[src/rtl/pipeline_hazard_ctrl_if.sv]
// -----------------------------------------------------------------------------
// pipeline_hazard_ctrl_if
// Hazard-detection inputs and the stage-register controls exchanged between the
// pipeline datapath and the central stall/flush sequencer.
//   master : pipeline side; drives the decoded hazard information and receives
//            the PC/IF-ID write enables, IF flush, ID/EX bubble and pipe hold.
//   slave  : the sequencer (pipeline_hazard_ctrl).
// -----------------------------------------------------------------------------
interface pipeline_hazard_ctrl_if;
    logic [4:0] ID_Rs;
    logic [4:0] ID_Rt;
    logic       ID_UsesRt;
    logic       ID_Jump;
    logic       EX_MemRead;
    logic [4:0] EX_Rt;
    logic       EX_BranchTaken;
    logic       mem_busy;

    logic       PC_Write;
    logic       IF_ID_Write;
    logic       IF_Flush;
    logic       ID_EX_Bubble;
    logic       pipe_hold;

    modport master (
        output ID_Rs, ID_Rt, ID_UsesRt, ID_Jump,
        output EX_MemRead, EX_Rt, EX_BranchTaken, mem_busy,
        input  PC_Write, IF_ID_Write, IF_Flush, ID_EX_Bubble, pipe_hold
    );

    modport slave (
        input  ID_Rs, ID_Rt, ID_UsesRt, ID_Jump,
        input  EX_MemRead, EX_Rt, EX_BranchTaken, mem_busy,
        output PC_Write, IF_ID_Write, IF_Flush, ID_EX_Bubble, pipe_hold
    );
endinterface

[src/rtl/pipeline_hazard_ctrl.sv]
// -----------------------------------------------------------------------------
// pipeline_hazard_ctrl
// Central stall/flush sequencer for the 5-stage pipeline. Resolves load-use
// hazards, taken branches, jumps and data-memory waits under one fixed
// priority (hold > branch > load-use > jump > none). A watchdog halts the
// pipeline permanently if memory stays busy for MEM_TIMEOUT cycles.
//
// Ports:
//   sysclk      clock, rising edge
//   reset       asynchronous, active-low
//   hz          hazard inputs / stage-register controls (slave modport)
//   mem_timeout sticky watchdog error flag
//   ctrl_state  0=RUN, 1=MEM_WAIT, 2=HALT
//   stall_cnt   saturating count of cycles with PC_Write=0
//   flush_cnt   saturating count of cycles with IF_Flush=1
// -----------------------------------------------------------------------------
module pipeline_hazard_ctrl #(
    parameter int unsigned MEM_TIMEOUT = 16,
    parameter int unsigned CNT_W       = 16
) (
    input  logic                   sysclk,
    input  logic                   reset,
    pipeline_hazard_ctrl_if.slave  hz,
    output logic                   mem_timeout,
    output logic [1:0]             ctrl_state,
    output logic [CNT_W-1:0]       stall_cnt,
    output logic [CNT_W-1:0]       flush_cnt
);

    localparam int unsigned WAIT_W = (MEM_TIMEOUT > 2) ? $clog2(MEM_TIMEOUT) : 1;
    localparam logic [WAIT_W-1:0] WAIT_LAST = WAIT_W'(MEM_TIMEOUT - 1);

    typedef enum logic [1:0] {
        RUN      = 2'd0,
        MEM_WAIT = 2'd1,
        HALT     = 2'd2
    } state_e;

    state_e            state, stateNext;
    logic [WAIT_W-1:0] waitCnt, waitCntNext;
    logic              timeoutNext;
    logic              loadUse;
    logic              holdCond;

    // ---------------- state register ----------------
    always_ff @(posedge sysclk or negedge reset) begin
        if (!reset) begin
            state       <= RUN;
            waitCnt     <= '0;
            mem_timeout <= 1'b0;
        end else begin
            state       <= stateNext;
            waitCnt     <= waitCntNext;
            mem_timeout <= timeoutNext;
        end
    end

    // ---------------- next-state logic ----------------
    always_comb begin
        stateNext   = state;
        waitCntNext = waitCnt;
        timeoutNext = mem_timeout;
        case (state)
            RUN: begin
                if (hz.mem_busy) begin
                    stateNext   = MEM_WAIT;
                    waitCntNext = WAIT_W'(1);
                end
            end
            MEM_WAIT: begin
                if (!hz.mem_busy) begin
                    stateNext   = RUN;
                    waitCntNext = '0;
                end else if (waitCnt == WAIT_LAST) begin
                    stateNext   = HALT;
                    timeoutNext = 1'b1;
                end else begin
                    waitCntNext = waitCnt + WAIT_W'(1);
                end
            end
            // HALT and the unused code 3 are both terminal until reset.
            default: ;
        endcase
    end

    // ---------------- output logic (Mealy) ----------------
    always_comb begin
        loadUse = hz.EX_MemRead && (hz.EX_Rt != 5'd0) &&
                  ((hz.EX_Rt == hz.ID_Rs) || (hz.ID_UsesRt && (hz.EX_Rt == hz.ID_Rt)));
        // Busy only holds while the FSM is still tracking memory; HALT ignores it.
        holdCond = ((state != RUN) && (state != MEM_WAIT)) || hz.mem_busy;

        hz.PC_Write     = 1'b1;
        hz.IF_ID_Write  = 1'b1;
        hz.IF_Flush     = 1'b0;
        hz.ID_EX_Bubble = 1'b0;
        hz.pipe_hold    = 1'b0;

        if (!reset) begin
            hz.PC_Write     = 1'b0;
            hz.IF_ID_Write  = 1'b0;
            hz.IF_Flush     = 1'b1;
            hz.ID_EX_Bubble = 1'b1;
        end else if (holdCond) begin
            // A taken branch is simply left in EX and serviced on release.
            hz.PC_Write    = 1'b0;
            hz.IF_ID_Write = 1'b0;
            hz.pipe_hold   = 1'b1;
        end else if (hz.EX_BranchTaken) begin
            // Branch beats load-use: the dependent instruction is being killed.
            hz.IF_Flush     = 1'b1;
            hz.ID_EX_Bubble = 1'b1;
        end else if (loadUse) begin
            // Jump+load-use stalls without flushing; the jump re-asserts next cycle.
            hz.PC_Write     = 1'b0;
            hz.IF_ID_Write  = 1'b0;
            hz.ID_EX_Bubble = 1'b1;
        end else if (hz.ID_Jump) begin
            hz.IF_Flush = 1'b1;
        end
    end

    assign ctrl_state = state;

    // ---------------- saturating performance counters ----------------
    always_ff @(posedge sysclk or negedge reset) begin
        if (!reset) begin
            stall_cnt <= '0;
            flush_cnt <= '0;
        end else begin
            if (!hz.PC_Write && (stall_cnt != '1))
                stall_cnt <= stall_cnt + CNT_W'(1);
            if (hz.IF_Flush && (flush_cnt != '1))
                flush_cnt <= flush_cnt + CNT_W'(1);
        end
    end

endmodule

[src/flat_wrapper.sv]
// flat-port wrapper written by rule: the top's interface ports become plain ports
module pipeline_hazard_ctrl_flat 
#(
    parameter int unsigned MEM_TIMEOUT = 16,
    parameter int unsigned CNT_W       = 16
)
  (sysclk, reset, mem_timeout, ctrl_state, stall_cnt, flush_cnt, hz_ID_Rs, hz_ID_Rt, hz_ID_UsesRt, hz_ID_Jump, hz_EX_MemRead, hz_EX_Rt, hz_EX_BranchTaken, hz_mem_busy, hz_PC_Write, hz_IF_ID_Write, hz_IF_Flush, hz_ID_EX_Bubble, hz_pipe_hold);
  pipeline_hazard_ctrl_if hz_i ();
  input  logic sysclk;
  input  logic reset;
  output logic mem_timeout;
  output logic [1:0] ctrl_state;
  output logic [CNT_W-1:0] stall_cnt;
  output logic [CNT_W-1:0] flush_cnt;
  input wire logic [$bits(hz_i.ID_Rs)-1:0] hz_ID_Rs;
  input wire logic [$bits(hz_i.ID_Rt)-1:0] hz_ID_Rt;
  input wire logic [$bits(hz_i.ID_UsesRt)-1:0] hz_ID_UsesRt;
  input wire logic [$bits(hz_i.ID_Jump)-1:0] hz_ID_Jump;
  input wire logic [$bits(hz_i.EX_MemRead)-1:0] hz_EX_MemRead;
  input wire logic [$bits(hz_i.EX_Rt)-1:0] hz_EX_Rt;
  input wire logic [$bits(hz_i.EX_BranchTaken)-1:0] hz_EX_BranchTaken;
  input wire logic [$bits(hz_i.mem_busy)-1:0] hz_mem_busy;
  output wire logic [$bits(hz_i.PC_Write)-1:0] hz_PC_Write;
  output wire logic [$bits(hz_i.IF_ID_Write)-1:0] hz_IF_ID_Write;
  output wire logic [$bits(hz_i.IF_Flush)-1:0] hz_IF_Flush;
  output wire logic [$bits(hz_i.ID_EX_Bubble)-1:0] hz_ID_EX_Bubble;
  output wire logic [$bits(hz_i.pipe_hold)-1:0] hz_pipe_hold;
  assign hz_i.ID_Rs = hz_ID_Rs;
  assign hz_i.ID_Rt = hz_ID_Rt;
  assign hz_i.ID_UsesRt = hz_ID_UsesRt;
  assign hz_i.ID_Jump = hz_ID_Jump;
  assign hz_i.EX_MemRead = hz_EX_MemRead;
  assign hz_i.EX_Rt = hz_EX_Rt;
  assign hz_i.EX_BranchTaken = hz_EX_BranchTaken;
  assign hz_i.mem_busy = hz_mem_busy;
  assign hz_PC_Write = hz_i.PC_Write;
  assign hz_IF_ID_Write = hz_i.IF_ID_Write;
  assign hz_IF_Flush = hz_i.IF_Flush;
  assign hz_ID_EX_Bubble = hz_i.ID_EX_Bubble;
  assign hz_pipe_hold = hz_i.pipe_hold;
  pipeline_hazard_ctrl #(.MEM_TIMEOUT(MEM_TIMEOUT), .CNT_W(CNT_W)) u_core (.sysclk(sysclk), .reset(reset), .hz(hz_i), .mem_timeout(mem_timeout), .ctrl_state(ctrl_state), .stall_cnt(stall_cnt), .flush_cnt(flush_cnt));
endmodule
[config.mk]
export PLATFORM = sky130hd
export DESIGN_NAME = pipeline_hazard_ctrl_flat
export DESIGN_NICKNAME = d
export VERILOG_FILES = /design/src/rtl/pipeline_hazard_ctrl_if.sv /design/src/rtl/pipeline_hazard_ctrl.sv /design/src/flat_wrapper.sv
export SDC_FILE = /design/constraint.sdc
export NUM_CORES = 1
export LEC_CHECK = 0
export ABC_CLOCK_PERIOD_IN_PS = 2950
export CORE_MARGIN = 3
export CORE_UTILIZATION = 47
export CTS_CLUSTER_DIAMETER = 100
export DETAILED_ROUTE_END_ITERATION = 7
export PLACE_DENSITY = 0.9
export SKIP_LAST_GASP = 1
export SYNTH_ARGS = -nofsm -noshare
export SYNTH_HDL_FRONTEND = slang
export SYNTH_SLANG_ARGS = --single-unit
[constraint.sdc]
create_clock -name sysclk -period 2.95 [get_ports sysclk]
set_clock_uncertainty 0.05 [all_clocks]
set_input_delay 0.59 -clock sysclk [delete_from_list [all_inputs] [get_ports sysclk]]
set_output_delay 0.59 -clock sysclk [all_outputs]
set_load 0.01 [all_outputs]
# After elaboration in Yosys (flattened, before gate mapping)

Index checks and enable logic that the tools add are counted.

$add $sub $neg: 3
Eq/ne operators: 10
Reduce and logical (&&, ||, !) cells: 16
Mux-type cells: 23

Operators with widths:

| cell                                                | count |
|---|---|
| adder 16 x 1 -> 16 bit, second input constant       | 2 |
| != test 16 bit, second input constant               | 2 |
| two-way mux 1 bit                                   | 15 |
| two-way mux 4 bit                                   | 3 |
| equality test 5 bit                                 | 2 |
| AND reduction 3 bit                                 | 3 |
| one-hot mux 4 bit (2 select lines)                  | 1 |
| logical AND 1 bit                                   | 6 |
| two-way mux 2 bit                                   | 3 |
| nonzero test 5 bit                                  | 1 |
| adder 4 x 1 -> 4 bit, second input constant         | 1 |
| equality test 4 bit, second input constant          | 1 |
| one-hot mux 2 bit (2 select lines)                  | 1 |
| nonzero test 2 bit                                  | 2 |
| != test 3 x 2 -> 1 bit, second input constant       | 1 |
| != test 3 bit, second input constant                | 1 |
| equality test 2 x 1 -> 1 bit, second input constant | 1 |
| zero test 2 bit                                     | 1 |
| logical OR 1 bit                                    | 2 |
| != test 2 x 1 -> 1 bit, second input constant       | 1 |
| != test 2 bit, second input constant                | 1 |
| zero test 1 bit                                     | 1 |

Input port bits: 22
Logic and storage cells: 57
Register bits: 39
Output and inout bits: 40

# Longest topological paths before layout

Depth in word-level cells: 10
Depth in mapped cells: 7
Mapped depth without buffers: 6

# Worst setup path after synthesis

Ideal clock, no wire load.

Kind: input port to output port
Start point: input hz_EX_Rt[0]
End point: output hz_PC_Write
Data required time: 2.310 ns
Data arrival time: 2.071 ns
Setup slack: 0.239 ns
Buffers on the path: 2
Cell stages on the path: 5
Path through: or4_1 o21a_1 a31oi_1 buf_2 buf_4

Longest elaborated chain between the ends: 8
Elaborated cells on any way between the ends: 11
Classes of those cells: eq/ne: 2; mux: 4; reduce/logical: 5

RTL lines:

| what                             | RTL line                   | source |
|---|---|---|
| start, declared                  | flat_wrapper.sv:20         | `input wire logic [$bits(hz_i.EX_Rt)-1:0] hz_EX_Rt;` |
| equality test 5 bit              | pipeline_hazard_ctrl.sv:89 | `((hz.EX_Rt == hz.ID_Rs) \|\| (hz.ID_UsesRt && (hz.EX_Rt == hz.ID_Rt)));` |
| logical AND 1 bit                | pipeline_hazard_ctrl.sv:89 |  |
| logical OR 1 bit                 | pipeline_hazard_ctrl.sv:89 |  |
| logical AND 1 bit *              | pipeline_hazard_ctrl.sv:88 | `loadUse = hz.EX_MemRead && (hz.EX_Rt != 5'd0) &&` |
| two-way mux 1 bit * (4 in a row) | --                         |  |
| end, declared                    | flat_wrapper.sv:23         | `output wire logic [$bits(hz_i.PC_Write)-1:0] hz_PC_Write;` |

Every way passes the cells marked *; elsewhere a longest branch is shown, timed or not.

# Worst setup path in the final report

Start point: input hz_EX_Rt[0]
End point: output hz_ID_EX_Bubble

Longest elaborated chain between the ends: 8
Elaborated cells on any way between the ends: 11
Classes of those cells: eq/ne: 2; mux: 4; reduce/logical: 5

RTL lines:

| what                | RTL line                    | source |
|---|---|---|
| equality test 5 bit | pipeline_hazard_ctrl.sv:89  |  |
| logical AND 1 bit   | pipeline_hazard_ctrl.sv:89  |  |
| logical OR 1 bit    | pipeline_hazard_ctrl.sv:89  |  |
| logical AND 1 bit * | pipeline_hazard_ctrl.sv:88  |  |
| two-way mux 1 bit * | pipeline_hazard_ctrl.sv:113 | `end else if (loadUse) begin` |
| two-way mux 1 bit * | pipeline_hazard_ctrl.sv:109 | `end else if (hz.EX_BranchTaken) begin` |
| two-way mux 1 bit * | pipeline_hazard_ctrl.sv:104 | `end else if (holdCond) begin` |
| two-way mux 1 bit * | pipeline_hazard_ctrl.sv:99  | `if (!reset) begin` |
| end, declared       | flat_wrapper.sv:26          | `output wire logic [$bits(hz_i.ID_EX_Bubble)-1:0] hz_ID_EX_Bubble;` |

Marked as above.

==> impl_metrics.toml <==
[sta]
max_freq_mhz = 345
finalCritPeriodShare_pct = 98.4
fin_ws_ns = 0.0478
hold_viol_final = 0
max_slew_margin_pct = 49.2
tightest_slew_ns = 0.759
setup_viol = 0
drv_slew = 0
rsz0062_at_grt = "true"
tns_ns = 0
finalCriticalPeriod_ns = 2.90

[global_route]
grt_pass1_vias = 1774
grtUsageTotal_pct = 20.0
grt_max_degree = 24
grt_pass1_wl_um = 8200
grt_overflow = 0
antenna_found_initial = 0

[floorplanning]
num_rows = 23
die_x_um = 72.6
die_area_mm2 = 0.00528
io_pins = 62
start_util_pct = 50.4
die_h_um = 72.6
core_area_mm2 = 0.00414

[drt]
vias = 1841
routed_wl_um = 5000
vias_per_cell = 5.46
postRouteAntennaNets = 0
drtPass1Iterations = 6
drt_iter0_markers = 172
wire_per_inst_um = 14.8
drc = 0

[clock_tree]
clk_path_buf_depth = 2
clock_latency_ns = 0.30
cts_buffers = 5
clk_pin_slew_ns = 0.08
cts_tree = "yes"
cts_root_buffer = "clkbuf_8"
cts.sinks = 39
h-tree-depth = 2
cts_hold_buf = 0

[critical_path]
cp_slowest_cell = "clkdlybuf4s50_1"
cp-end-kind = "primary output"
critPathMaxStageDelay_ns = 0.43
required_ns = 2.31
cp_max_fo = 3
path_class = "primary input to primary output"
start_kind = "primary input"
cp_cell_sequence = "clkdlybuf4s50_1, or4_4, o21a_1, buf_4, a21oi_1, nor2_1, dlygate4sd2_1"
cp.buffers_inverters = 3
worstPathArrival_ns = 2.26
crit_family = "buffers and inverters"

[cells_and_area]
nFillCells = 317
fin_cells = 337
drive_above_1_share_pct = 12.5
antenna_cells = 0
syn_to_final_growth_pct = 40.5
finalNetCount = 311

[power]
finalPower_uw = 2150
p_leak_uw = 0.00123
ir_worst_vdd_v = 0.000470
powerDensity_mw_per_mm2 = 732

[synthesis]
ys_seq_elements = 39
avgSynthCellArea_um2 = 9.89
synth.distinct_cells = 37
synth_warnings = 0
syn_nets = 236
syn_inst = 211
synth-seq-area-share_pct = 46.8
synth_area_mm2 = 0.00209

[placement]
placed_cells = 328
place_ws_ns = -0.372
gp_congestion = 0.835
hpwl_um = 3750
port_buffers = 61

[outcome]
status = "finished, final reports clean"

[worst_hold_path]
min_path_type = "primary input to asynchronous set/reset pin"

[flow_run]
maxCapViolCount = 0
-- cell families after synthesis --
group           after synthesis  synth area share [%]
simple gates                 91                  23.6
compound gates               19                  5.82
fa+ha+maj                     3                  1.80
flops                        39                  46.8
mux                           5                  2.64
xor+xnor                     38                  15.9
buf+inv                      16                  3.48
-- power breakdown --
group          internal [uW]  switching [uW]
Clock                    169             207
Sequential               710             216
Combinational            494             349
Total                   1370             772
-- cells in the mapped netlist (all sizes together) --
cell    number  area share (%)
nor2b        2            0.60
or4          2            0.72
xor2        24              10
a41o         1            0.48
a21oi        4            0.96
nand4        5             1.5
o22ai        1            0.30
inv          8             1.4
buf          3             1.1
dfrtp       39              47
mux2i        1            0.48
mux2         4             2.2
and3         5             1.5
a22o         1            0.42
nand2       21             3.8
o21ai        6             1.4
a31oi        2            0.60
nor3b        2            0.72
a311o        1            0.48
or3          2            0.60
ha           3             1.8
o21a         1            0.36
nor3         9             2.2
nand3       13             3.1
nor4        10             3.7
nor2        13             2.3
and4         2            0.84
nor4b        3             1.3
o31ai        1            0.36
nand4b       1            0.42
o41ai        1            0.42
nand2b       1            0.30
clkbuf       5            0.90
xnor2       14             5.9
-- layout make-up --
class	count	area, um^2	area share (%)
multi-input combinational	156	1070	36.4
clock buffer	5	68.8	2.35
timing repair buffer	76	702	23.9
inverter	8	30.0	1.02
sequential	39	976	33.3
clock inverter	3	23.8	0.811
tap	50	62.6	2.13
-- state kept, by name, summed over array words and instances, names as in the netlist --
name	cells
u_core.ctrl_state	2
u_core.flush_cnt	16
u_core.mem_timeout	1
u_core.stall_cnt	16
u_core.waitCnt	4
-- routing by layer --
layer	GRT usage, %	share of wire, %	vias up
met1	24.3	41	896
li1	-	-	889
met3	3.86	3.4	11
met4	8.81	2.4	0
met2	34.3	53	45
met5	0	0	-
-- per-stage QoR --
step	util (%)	instance area (um^2)	hold WS, ns
6_report	70.7	2930	0.254
4_1_cts	70.3	2910	0.250
5_1_grt	70.7	2930	0.270
3_3_place_gp	68.0	2820	0.408
2_1_floorplan	-	2090	0.244
3_5_place_dp	68.0	2820	0.421
-- final timing paths --
path | start | to | slack (ns) | cells after the start
setup / recovery | hz_EX_Rt[0] | hz_ID_EX_Bubble | 0.05 | 7
hold / removal | reset | u_core.flush_cnt[3] | 0.25 | 2
setup reg to reg | u_core.stall_cnt[7] | u_core.stall_cnt[1] | 0.62 | 6
hold reg to reg | u_core.mem_timeout | u_core.mem_timeout | 0.44 | 1
max in group asynchronous | reset | u_core.ctrl_state[1] | 2.32 | 2
min in group sysclk | u_core.mem_timeout | u_core.mem_timeout | 0.44 | 1
-- timing repair --
action                                  in CTS  in global routing
resized for setup                           15                  3
buffers inserted                             1                  0
endpoints found under the setup margin       4                  3
endpoints found under the hold margin        0                  0
pin swaps                                    4                  3
-- placed cells by master, fill, tap and decap left out, drive strengths merged, types with 3 or more instances in the layout --
cell type      synthesis  routed
ha                     3       3
nand2                 21      21
a21oi                  4       4
nor4                  10      10
nor3                   9       9
o21ai                  6       6
nand3                 13      13
nor4b                  3       3
mux2                   4       4
dlygate4sd2            0       5
clkdlybuf4s50          0      53
and3                   5       5
dfrtp                 39      39
nor2                  13      13
buf                    3      18
xor2                  24      24
inv                    8       9
clkbuf                 5       5
xnor2                 14      14
nand4                  5       5
No activity file was read; power rests on OpenSTA's default activity.
